`src/rtl/fsmv_pkg.sv`:
```
// Shared definitions for the fsm_vectors engine, its request arbiter and their benches.
package fsmv_pkg;

  localparam int unsigned DW     = 23;
  localparam int unsigned SPEC_W = 4;

  localparam logic [2:0] IDLE  = 3'd0;
  localparam logic [2:0] ISSUE = 3'd1;
  localparam logic [2:0] WAIT  = 3'd2;
  localparam logic [2:0] ACK   = 3'd3;
  localparam logic [2:0] RESP  = 3'd4;

  typedef enum logic [2:0] {
    StIdle  = IDLE,
    StIssue = ISSUE,
    StWait  = WAIT,
    StAck   = ACK,
    StResp  = RESP
  } state_e;

endpackage

```
`src/rtl/fsmv_rr_pick.sv`:
```
// Combinational round-robin picker: first set request after ptr_i, wrapping around.
module fsmv_rr_pick #(
  parameter int unsigned NREQ = 4,
  parameter int unsigned IDW  = 2
) (
  input  logic [NREQ-1:0] req_i,
  input  logic [IDW-1:0]  ptr_i,
  output logic [NREQ-1:0] gnt_o,
  output logic [IDW-1:0]  idx_o,
  output logic            any_o
);

  logic           hi_found, lo_found;
  logic [IDW-1:0] hi_idx, lo_idx;

  always_comb begin
    hi_found = 1'b0;
    lo_found = 1'b0;
    hi_idx   = '0;
    lo_idx   = '0;
    // Descending scan so the lowest index in each half is the one left standing.
    for (int i = NREQ - 1; i >= 0; i--) begin
      if (req_i[i]) begin
        if (i > int'(ptr_i)) begin
          hi_found = 1'b1;
          hi_idx   = IDW'(i);
        end else begin
          lo_found = 1'b1;
          lo_idx   = IDW'(i);
        end
      end
    end
    idx_o = hi_found ? hi_idx : lo_idx;
    any_o = hi_found | lo_found;
    gnt_o = '0;
    for (int i = 0; i < NREQ; i++) begin
      gnt_o[i] = any_o && (IDW'(i) == idx_o);
    end
  end

endmodule

```
`src/rtl/fsmv_req_arbiter.sv`:
```
// Round-robin sequencer sharing one fsm_vectors engine among NREQ clients.
// Optional intr watchdog enabled by defining FSMV_ARB_TIMEOUT_EN.
module fsmv_req_arbiter
  import fsmv_pkg::*;
#(
  parameter int unsigned NREQ = 4,
  parameter int unsigned IDW  = 2,
  parameter int unsigned DW   = fsmv_pkg::DW,
  parameter int unsigned TMO  = 255
) (
  input  logic               clk,
  input  logic               arst_n,
  input  logic [NREQ-1:0]    req,
  input  logic [NREQ*DW-1:0] req_data,
  output logic [NREQ-1:0]    gnt,
  output logic               busy,
  output logic               fsm_ena,
  output logic [DW-1:0]      fsm_data,
  output logic               fsm_ack,
  input  logic               fsm_intr,
  input  logic [SPEC_W-1:0]  fsm_specreg,
  input  logic               fsm_stop,
  input  logic [DW-1:0]      fsm_dout,
  output logic               rsp_valid,
  output logic [IDW-1:0]     rsp_id,
  output logic [DW-1:0]      rsp_data,
  output logic [SPEC_W-1:0]  rsp_spec,
  output logic               rsp_err
);

  state_e              state_q;
  logic [IDW-1:0]      ptr_q, id_q;
  logic [DW-1:0]       cap_data_q;
  logic [SPEC_W-1:0]   cap_spec_q;
  logic                cap_err_q;

  logic [NREQ-1:0]     pick_gnt;
  logic [IDW-1:0]      pick_idx;
  logic                pick_any;
  logic [DW-1:0]       pick_data;

`ifdef FSMV_ARB_TIMEOUT_EN
  localparam logic [7:0] TmoLast = 8'(TMO - 1);
  logic [7:0]          tmo_cnt_q;
`endif

  fsmv_rr_pick #(
    .NREQ (NREQ),
    .IDW  (IDW)
  ) u_pick (
    .req_i (req),
    .ptr_i (ptr_q),
    .gnt_o (pick_gnt),
    .idx_o (pick_idx),
    .any_o (pick_any)
  );

  always_comb begin
    pick_data = '0;
    for (int i = 0; i < NREQ; i++) begin
      if (pick_gnt[i]) pick_data = req_data[i*DW +: DW];
    end
  end

  always_ff @(posedge clk) begin
    if (!arst_n) begin
      state_q    <= StIdle;
      ptr_q      <= IDW'(NREQ - 1);
      id_q       <= '0;
      cap_data_q <= '0;
      cap_spec_q <= '0;
      cap_err_q  <= 1'b0;
      gnt        <= '0;
      busy       <= 1'b0;
      fsm_ena    <= 1'b0;
      fsm_data   <= '0;
      fsm_ack    <= 1'b0;
      rsp_valid  <= 1'b0;
      rsp_id     <= '0;
      rsp_data   <= '0;
      rsp_spec   <= '0;
      rsp_err    <= 1'b0;
`ifdef FSMV_ARB_TIMEOUT_EN
      tmo_cnt_q  <= '0;
`endif
    end else begin
      gnt       <= '0;
      fsm_ack   <= 1'b0;
      rsp_valid <= 1'b0;
      unique case (state_q)
        StIdle: begin
          if (pick_any) begin
            id_q     <= pick_idx;
            fsm_data <= pick_data;
            gnt      <= pick_gnt;
            fsm_ena  <= 1'b1;
            busy     <= 1'b1;
            state_q  <= StIssue;
          end
        end
        StIssue: begin
          state_q <= StWait;
`ifdef FSMV_ARB_TIMEOUT_EN
          tmo_cnt_q <= '0;
`endif
        end
        StWait: begin
          // intr has priority over stop when both arrive together.
          if (fsm_intr) begin
            cap_data_q <= fsm_dout;
            cap_spec_q <= fsm_specreg;
            cap_err_q  <= 1'b0;
            fsm_ena    <= 1'b0;
            fsm_ack    <= 1'b1;
            state_q    <= StAck;
          end else if (fsm_stop) begin
            cap_data_q <= '0;
            cap_spec_q <= '0;
            cap_err_q  <= 1'b1;
            fsm_ena    <= 1'b0;
            fsm_ack    <= 1'b1;
            state_q    <= StAck;
          end
`ifdef FSMV_ARB_TIMEOUT_EN
          else if (tmo_cnt_q == TmoLast) begin
            cap_data_q <= '0;
            cap_spec_q <= '0;
            cap_err_q  <= 1'b1;
            fsm_ena    <= 1'b0;
            fsm_ack    <= 1'b1;
            state_q    <= StAck;
          end else begin
            tmo_cnt_q <= tmo_cnt_q + 8'd1;
          end
`endif
        end
        StAck: begin
          rsp_valid <= 1'b1;
          rsp_id    <= id_q;
          rsp_data  <= cap_data_q;
          rsp_spec  <= cap_spec_q;
          rsp_err   <= cap_err_q;
          ptr_q     <= id_q;
          state_q   <= StResp;
        end
        StResp: begin
          busy    <= 1'b0;
          state_q <= StIdle;
        end
        default: state_q <= StIdle;
      endcase
    end
  end

endmodule

```
`config.mk`:
```
export PLATFORM = sky130hd
export DESIGN_NAME = fsmv_req_arbiter
export DESIGN_NICKNAME = d
export VERILOG_FILES = /design/src/rtl/fsmv_pkg.sv /design/src/rtl/fsmv_rr_pick.sv /design/src/rtl/fsmv_req_arbiter.sv
export SDC_FILE = /design/constraint.sdc
export NUM_CORES = 1
export LEC_CHECK = 0
export ABC_CLOCK_PERIOD_IN_PS = 2380
export BUFFER_PORTS_ARGS = -buffer_cell sky130_fd_sc_hd__clkbuf_2
export CAP_MARGIN = 20
export CORE_MARGIN = 3
export CORE_UTILIZATION = 46
export DETAILED_ROUTE_END_ITERATION = 10
export PLACE_DENSITY = 0.77
export SYNTH_ARGS = -nofsm -noshare
export SYNTH_HDL_FRONTEND = slang
export SYNTH_SLANG_ARGS = --single-unit
```
`constraint.sdc`:
```
create_clock -name clk -period 2.38 [get_ports clk]
set_input_delay 0.476 -clock clk [delete_from_list [all_inputs] [get_ports clk]]
set_output_delay 0.476 -clock clk [all_outputs]
set_load 0.01 [all_outputs]
```
Word-level counts from Yosys, hierarchy flattened
Cells that the tools add are included.
{"block": "word_totals", "inputBits": 127, "memories": 0, "latch_bits": 0, "regBits": 96, "output_inout_bits": 61, "ram_bits": 0, "mem_bits_ro": 0, "elab_cells": 94}
{"block": "classes", "n_div": 0, "bitwise_logic": 1, "addsub": 0, "reduce_logical": 16, "n_mul": 0, "order_cmp": 3, "n_eq_ne": 9, "shift": 0, "n_mux": 49}
{"op": "23-bit 2-to-1 mux", "count": 6}
{"op": "2-bit 2-to-1 mux", "count": 14}
{"op": "1-bit 2-to-1 mux", "count": 21}
{"op": "3-bit case mux with 4 select lines", "count": 1}
{"op": "2-bit AND reduction", "count": 5}
{"op": "3-bit 2-to-1 mux", "count": 3}
{"op": "4-bit 2-to-1 mux", "count": 2}
{"op": "3-bit by 2-bit equality test with 1-bit output, second input constant", "count": 2}
{"op": "3-bit AND reduction", "count": 2}
{"op": "2-bit nonzero test", "count": 3}
{"op": "2-bit equality test, first input constant", "count": 2}
{"op": "2-bit greater-than comparator, first input constant", "count": 2}
{"op": "1-bit logical AND", "count": 4}
{"op": "1-bit case mux with 2 select lines", "count": 2}
{"op": "3-bit by 1-bit equality test with 1-bit output, second input constant", "count": 1}
{"op": "3-bit equality test, second input constant", "count": 1}
{"op": "3-bit zero test", "count": 1}
{"op": "3-bit inequality test, second input constant", "count": 1}
{"op": "1-bit by 2-bit equality test with 1-bit output, first input constant", "count": 1}
{"op": "1-bit by 2-bit greater-than comparator with 1-bit output, first input constant", "count": 1}
{"op": "2-bit zero test", "count": 1}
{"op": "2-bit inequality test, second input constant", "count": 1}
{"op": "1-bit bitwise OR", "count": 1}

Longest topological paths before layout
Gate-level depths: netlist (run 1).
{"block": "logic_depth", "ltp_word": 15, "depth_mapped": 8, "ltp_nobuf": 5}

Cells and area by module
Synthesis (run 1) repeated with hierarchy kept, for this count alone.
{"block": "hier_totals", "hier_cells": 542, "area_unflattened_um2": 4285.4}
{"module": "fsmv_req_arbiter", "n_inst": 1, "area_each_um2": 4125.2, "seq_area_each_um2": 1921.8, "cells_each": 514}
{"module": "fsmv_rr_pick", "n_inst": 1, "area_each_um2": 160.2, "seq_area_each_um2": 0.0, "cells_each": 28}

Least setup slack after synthesis (run 1)
OpenSTA, ideal clock, no wires.
{"block": "synth_timing", "path_type": "in2reg", "start": "in req[2]", "end": "reg fsm_data[18]", "path_buffers": 2, "slack_ns": 0.584, "arrival_time_ns": 1.677, "t_required_ns": 2.261, "path_stages": 7, "setup_time_ns": 0.119, "cell_sequence": "buf_2 a2bb2oi_1 o22ai_1 and2_4 buf_6 a221o_1 o221a_1"}
{"block": "synth_via", "elab_chain_len": 11, "word_cells_on_any_way": 29, "classes_between": "eq/ne (3); mux (19); bitwise (1); reduce/logical (6)"}
{"element": "start, declared", "line": "fsmv_req_arbiter.sv:13", "source": "input logic [NREQ-1:0] req,"}
{"element": "2-bit 2-to-1 mux", "line": "fsmv_rr_pick.sv:23", "source": "if (req_i[i]) begin"}
{"element": "2-bit 2-to-1 mux", "line": "fsmv_rr_pick.sv:24", "source": "if (i > int'(ptr_i)) begin"}
{"element": "2-bit 2-to-1 mux (2 in series)", "line": "fsmv_rr_pick.sv:23"}
{"element": "2-bit 2-to-1 mux", "line": "fsmv_rr_pick.sv:33", "source": "idx_o = hi_found ? hi_idx : lo_idx;"}
{"element": "2-bit zero test", "line": "fsmv_rr_pick.sv:37", "source": "gnt_o[i] = any_o && (IDW'(i) == idx_o);"}
{"element": "1-bit logical AND", "line": "fsmv_rr_pick.sv:37"}
{"element": "23-bit 2-to-1 mux (4 in series)", "line": "fsmv_req_arbiter.sv:61", "source": "if (pick_gnt[i]) pick_data = req_data[i*DW +: DW];"}
{"element": "end signal, assigned", "line": "fsmv_req_arbiter.sv:94", "source": "fsm_data <= pick_data;"}
{"element": "end, declared", "line": "fsmv_req_arbiter.sv:18", "source": "output logic [DW-1:0] fsm_data,"}
Several ways; a longest one is shown, not always the timed one.
A chain may end at the register's enable or synchronous reset.

Worst setup path in the final report (run 1)
{"block": "layout_timing", "start": "in req[2]", "end": "reg fsm_data[10]"}
Same word-level chain as after synthesis.

==> implementation parameters, run 1 <==
Parameter                              Value

Synthesis
  Cell type with the highest aggregate area in the netlist    sky130_fd_sc_hd__dfxtp_1
  Number of synthesized flops with an enable pin    0
  Post-synthesis cell area    about 0.004 mm^2
  Post-synthesis area per instance    8.712 um^2
  Number of distinct standard cells referenced by the synthesized netlist    48
  Cells after synthesis    around 460
  Fraction of post-synthesis cell area in the top cell type by area    between 40% and 50%
  Flop and latch count out of synthesis    96
  Yosys synthesis warning count    0
  Syn_nets    between 500 and 600
  Most common flop cell mapped by yosys    sky130_fd_sc_hd__dfxtp_1
  Register area share after synthesis    approximately 48%
  Post-synth ARST share    0%
  Leading post-synthesis cells by cell area    sky130_fd_sc_hd__dfxtp_1 (48%), sky130_fd_sc_hd__a22oi_1 (8.1%), sky130_fd_sc_hd__a21oi_1 (7.0%)

Floorplanning
  Floorplan Core Area    between 0.008 and 0.009 mm^2
  X dimension of the die    99.24 um
  Die Span Y    99.24 um
  Number of placement rows    33
  Initial cell density of the core    47.94%
  Die area    0.009848 mm^2
  Ports    between 150 and 200

Pwr
  Pleak    ~2.2 nW
  Largest voltage drop on the vdd net    about 390 uV
  Power per Cell Area    932.1 mW/mm^2

Run status
  Outcome    complete, no violations

CTS
  CTS clk-pin slew, worst paths    approximately 0.11 ns
  Number of buffers created by CTS    9
  H-tree levels    3
  Clock root cell    sky130_fd_sc_hd__clkbuf_8
  Post-cts sizing count    0
  TritonCTS clock tree    built
  Maximum clock path buffer count    2
  # Post-CTS Setup Buffers    0
  Total number of clock tree sinks    between 90 and 100
  Hold-fix buffers at CTS    0
  Clock latency on the worst-skew pair    0.36 ns

Critical path
  Crit path launch    req[2]
  Maximum net fanout on the critical path    13
  Worst setup path category    input port to flop
  Setup crit start kind    input port
  WP data required    2.66 ns
  Critical path capture point type    flop
  Source of the worst register-to-register timing path    ptr_q[1]$_SDFFE_PN1P_
  Data arrival at the endpoint of the critical path    between 2 and 2.5 ns

Flow run
  Max-capacitance violation count    0

Worst hold path
  Start point of the worst hold path    fsm_dout[9]
  HP Class    input port to flop

Global route
  Number of global-route vias before repair    roughly 4000
  Met2 capacity usage during global routing    40.19%
  Maximum number of pins on one net before global-route repair    44
  Initial antenna violation count    0
  Remaining Overflow, GRT    0
  Global route hottest layer    met2
  M1 GR Usage    between 20 and 30%
  Wire length of the first global-routing pass    19030 um
  Total routing resource utilization after global routing    a little under a quarter
  M3 GR Usage    under 10%

Timing
  Final cycle utilization of the critical path    84.33%
  Transition time of the tightest slew-check pin    0.5638 ns
  Final slew viol count    0
  RSZ-0062 raised after global routing    no
  Tightest slew margin relative to the limit    62.07%
  Clock skew after layout    roughly 0.015 ns
  Highest achievable clock rate    498.2 MHz
  Endpoints failing setup    0
  Count of final hold-check violations    0
  Worst hold-check slack    around 0.36 ns
  Setup TNS after final layout    0 ns
  Time the worst path needs with I/O delays and setup    2.007 ns

Final layout
  Final antenna diode count    0
  Layout overhead on the synthesized area    28.25%
  Fin nets    ~750
  Share of layout cells above drive strength 1    36.77%
  End-of-flow core utilization    between 60% and 70%

Route
  Violation count after the first detailed-routing iteration    233
  Vias per std cell    approximately 5.6
  Number of optimization iterations in the first detailed-route pass    5
  Vias post-DR    4105
  Number of routed nets with antenna violations    0
  Average routed wire per standard cell    about 16 um
  Remaining design rule violation count    0
  Wire length after detailed routing    11970 um

Placement
  Count of buffers inserted at the top-level ports    approximately 190
  DPL Wire Length    8770 um
  Final estimated routing congestion in global placement    roughly 0.91
==> synth_stat cells (2+ instances only) <==
cell,instances
sky130_fd_sc_hd__a211oi_1,4
sky130_fd_sc_hd__a21oi_1,56
sky130_fd_sc_hd__a221o_1,4
sky130_fd_sc_hd__a221oi_1,17
sky130_fd_sc_hd__a22oi_1,43
sky130_fd_sc_hd__and3_1,2
sky130_fd_sc_hd__and3b_1,2
sky130_fd_sc_hd__buf_1,2
sky130_fd_sc_hd__buf_2,11
sky130_fd_sc_hd__buf_4,2
sky130_fd_sc_hd__buf_6,7
sky130_fd_sc_hd__clkbuf_1,19
sky130_fd_sc_hd__clkbuf_2,2
sky130_fd_sc_hd__dfxtp_1,96
sky130_fd_sc_hd__inv_1,4
sky130_fd_sc_hd__nand2_1,67
sky130_fd_sc_hd__nand3_1,8
sky130_fd_sc_hd__nand3b_1,2
sky130_fd_sc_hd__nor2_1,40
sky130_fd_sc_hd__nor2b_1,8
sky130_fd_sc_hd__nor3_1,3
sky130_fd_sc_hd__nor4_1,2
sky130_fd_sc_hd__o211ai_1,6
sky130_fd_sc_hd__o21ai_0,19
sky130_fd_sc_hd__o21bai_1,4
sky130_fd_sc_hd__o221a_2,5
sky130_fd_sc_hd__o41ai_1,3
==> kinds of logic after synthesis <==
group,synth area share (%)
AOI/OAI and AO/OA,29.01
buffers and inverters,6.602
xor gates and xnor gates,0.2191
and+or+nand+nor,15.86
muxes,0.2503
DFF,48.06
==> per-layer routing <==
layer  share of wire [%]  up-vias
met1                  41     1895
li1                    -     1990
met5                   0        -
met3                 8.6       20
met4                 1.7        0
met2                  49      200
==> flip-flops by register name (all words and copies together), names as in the netlist, 2 cells and up <==
register / cells
ptr_q: 2
rsp_id: 2
rsp_data: 23
cap_data_q: 23
id_q: 2
cap_spec_q: 4
gnt: 4
rsp_spec: 4
state_q: 3
fsm_data: 23
==> metrics by stage <==
step | setup slack, ns | instance area (um^2) | instances | total power, mW
2_1_floorplan | 0.5841 | 3999 | 459 | 3.208
3_3_place_gp | 0.1240 | 4941 | 720 | 3.738
3_5_place_dp | 0.02517 | 4941 | 720 | 3.790
4_1_cts | 0.4027 | 5129 | 736 | 4.813
5_1_grt | 0.2050 | 5129 | 736 | 5.070
6_report | 0.3729 | 5129 | 736 | 4.780
==> final timing paths <==
path	cells after the start	end	slack (ns)
worst min register to register	2	rsp_data[21]$_SDFFE_PN0P_	0.45
worst min-delay path	3	cap_data_q[9]$_SDFFE_PN0P_	0.36
worst max register to register	5	fsm_data[8]$_SDFFE_PN0P_	0.45
worst max-delay path	7	fsm_data[10]$_SDFFE_PN0P_	0.37
==> area by class of cell <==
type / count / area (um^2)
fill: 740 / 3212
sequential: 96 / 1922
multi-input combinational: 314 / 1823
timing repair buffer: 200 / 1046
tap: 105 / 131.4
clock buffer: 9 / 123.9
clock inverter: 7 / 63.81
inverter: 5 / 18.77
==> worst max-delay path, cell delays in order <==
cell and delay (ns):
sky130_fd_sc_hd__clkbuf_2 0.14, sky130_fd_sc_hd__nor4_1 0.55, sky130_fd_sc_hd__nor3_1 0.15, sky130_fd_sc_hd__nand2b_1 0.41, sky130_fd_sc_hd__buf_4 0.30, sky130_fd_sc_hd__a221oi_1 0.08
sky130_fd_sc_hd__a21oi_1 0.17
==> power breakdown <==
part | switching (mW) | internal, mW
Clock | 0.622 | 0.402
Combinational | 0.926 | 0.679
Sequential | 0.220 | 1.93
==> cell usage in the layout, fill, tap and decap left out, types with 9 or more instances in the layout <==
master / count
sky130_fd_sc_hd__a221oi_1: 17
sky130_fd_sc_hd__o21ai_0: 18
sky130_fd_sc_hd__clkbuf_8: 9
sky130_fd_sc_hd__clkbuf_2: 187
sky130_fd_sc_hd__nor2_1: 40
sky130_fd_sc_hd__nand2_1: 67
sky130_fd_sc_hd__buf_4: 12
sky130_fd_sc_hd__a22oi_1: 43
sky130_fd_sc_hd__a21oi_1: 56
sky130_fd_sc_hd__dfxtp_1: 96
No activity file was read; power rests on OpenSTA's default activity.
==> run 2, diff against run 1 <==
Settings changed: ABC_CLOCK_PERIOD_IN_PS 2380 to 2100.
Clock period 2.38 ns to 2.1 ns, I/O delays scaled along.
==> run 2 against run 1 <==
Sequential share of layout area fell by 0.23 points. Worst setup slack got worse by 0.17 ns. First-iteration DRC count rose by 34%. Non-clock buffer count rose by 2. Critical endpoint is now fsm_data[8]$_SDFFE_PN0P_.
==> implementation parameters, run 2 (synthesized netlist as in run 1, its figures left out) <==
Parameter                              Value

Final layout
  Layout overhead on the synthesized area    29.04%
  Number of fill cells    roughly 800
  Final antenna diode count    0
  Leading cell type in the layout, fill and taps excluded    sky130_fd_sc_hd__clkbuf_2
  Final design area excluding fillers    just over 0.005 mm^2
  Fin nets    755
  End-of-flow core utilization    ~62%
  Largest registers in the final layout    cap_data_q x23, fsm_data x23, rsp_data x23
  Commonest cells after routing, fill and taps aside    sky130_fd_sc_hd__clkbuf_2 (187), sky130_fd_sc_hd__dfxtp_1 (96), sky130_fd_sc_hd__nand2_1 (67)
  Share of layout cells above drive strength 1    between 30% and 40%

Route
  Wire length after detailed routing    roughly 12000 um
  Number of optimization iterations in the first detailed-route pass    5
  Vias post-DR    just over 4000
  Average routed wire per standard cell    16.50 um
  Remaining design rule violation count    0
  Vias per std cell    around 5.6
  Number of routed nets with antenna violations    0
  Violation count after the first detailed-routing iteration    around 310

Pwr
  Relative contribution of combinational cells to total power    between 30 and 40%
  Int Power    around 3.6 mW
  Pleak    2.270 nW
  Clock power frac    between 20% and 30%
  Switching power as a share of total power    between 30% and 40%
  Switching power summed over all nets    1.960 mW
  Largest voltage drop on the vdd net    ~540 uV
  Power per Cell Area    1072 mW/mm^2
  Sequential cell fraction of total power    roughly 44%

Timing
  Final cycle utilization of the critical path    between 90% and 100%
  Clock skew after layout    between 0.01 and 0.015 ns
  Transition time of the tightest slew-check pin    roughly 0.55 ns
  Setup TNS after final layout    0 ns
  Endpoints failing setup    0
  Tightest slew margin relative to the limit    about 63%
  Highest achievable clock rate    527.7 MHz
  RSZ-0062 raised after global routing    no
  Final slew viol count    0
  Time the worst path needs with I/O delays and setup    1.895 ns
  Count of final hold-check violations    0
  Worst hold-check slack    between 0.3 and 0.4 ns

Global route
  Initial antenna violation count    0
  Maximum number of pins on one net before global-route repair    35
  Remaining Overflow, GRT    0
  Number of global-route vias before repair    between 3000 and 4000
  Total routing resource utilization after global routing    about a quarter
  Wire length of the first global-routing pass    19380 um

Floorplanning
  Floorplan Core Area    roughly 0.0083 mm^2
  Ports    ~190
  Die area    0.009848 mm^2
  Initial cell density of the core    a little under half
  Number of placement rows    33
  X dimension of the die    99.24 um
  Die Span Y    between 90 and 100 um

CTS
  CTS clk-pin slew, worst paths    0.10 ns
  Clock root cell    sky130_fd_sc_hd__clkbuf_8
  Number of buffers created by CTS    9
  H-tree levels    3
  # Post-CTS Setup Buffers    0
  Total number of clock tree sinks    96
  Clock latency on the worst-skew pair    0.35 ns
  Post-cts sizing count    0
  Maximum clock path buffer count    2
  TritonCTS clock tree    built
  Hold-fix buffers at CTS    0

Critical path
  Worst setup path category    flop to flop
  Critical path capture point type    flop
  R2R Setup Slk    0.20 ns
  Data arrival at the endpoint of the critical path    around 2.1 ns
  Setup crit start kind    flop
  Maximum net fanout on the critical path    13
  WP data required    2.33 ns

Placement
  Count of buffers inserted at the top-level ports    around 190
  Placement Cell Area    around 0.0050 mm^2
  Final estimated routing congestion in global placement    about 0.9
  DPL Wire Length    9138 um

Worst hold path
  HP Class    input port to flop

Flow run
  Max-capacitance violation count    0

Run status
  Outcome    complete, no violations
[run 2: layer usage]
layer | routed length [um] | vias to the layer above | share of wire (%) | GRT usage (%)
li1 | - | 1990 | - | -
met1 | 4904 | 1934 | 40 | 29.63
met2 | 5996 | 202 | 49 | 41.68
met3 | 1047 | 18 | 8.6 | 6.171
met4 | 212 | 0 | 1.7 | 6.828
met5 | 0 | - | 0 | 0
[run 2: per-stage QoR]
stage	power (mW)	setup WS, ns	cells
finish	5.532	0.2049	737
global route	5.889	0.002031	737
CTS	5.567	0.2175	737
detailed placement	4.342	0.01126	722
global placement	4.269	0.1400	722
floorplan	3.635	0.3601	459
[run 2: power groups by stage]
stage                     Clock (mW)  Combinational [mW]  Sequential [mW]
after global placement             0                1.80             2.47
after floorplan                    0                1.12             2.52
final                           1.23                1.85             2.45
after global routing            1.34                2.05             2.49
after CTS                       1.26                1.86             2.44
after detailed placement           0                1.86             2.48
[run 2: final cells by class]
cell class              instances  area (um^2)  share of cell area [%]
multi-input cells             314         1823                   35.33
clock buffers                  10        137.6                   2.667
flip-flops and latches         96         1922                   37.25
inverters                       5        18.77                  0.3637
clock inverters                 5        66.31                   1.285
well taps                     105        131.4                   2.546
repair buffers                202         1061                   20.56
[run 2: worst max-delay path, stage by stage, from the launching register on]
cell and delay, ns:
sky130_fd_sc_hd__dfxtp_1 0.59, sky130_fd_sc_hd__mux2i_1 0.23, sky130_fd_sc_hd__o2bb2ai_1 0.12, sky130_fd_sc_hd__or2_0 0.37, sky130_fd_sc_hd__a211oi_1 0.34, sky130_fd_sc_hd__o41ai_1 0.12
[run 2: worst paths after layout]
| check | startpoint | end | cells after the start |
|---|---|---|---|
| setup / recovery | ptr_q[1]$_SDFFE_PN1P_ | fsm_data[8]$_SDFFE_PN0P_ | 5 |
| hold reg to reg | cap_err_q$_SDFFE_PN0P_ | rsp_err$_SDFFE_PN0P_ | 2 |
| setup reg to reg | ptr_q[1]$_SDFFE_PN1P_ | fsm_data[8]$_SDFFE_PN0P_ | 5 |
| hold / removal | fsm_specreg[3] | cap_spec_q[3]$_SDFFE_PN0P_ | 3 |
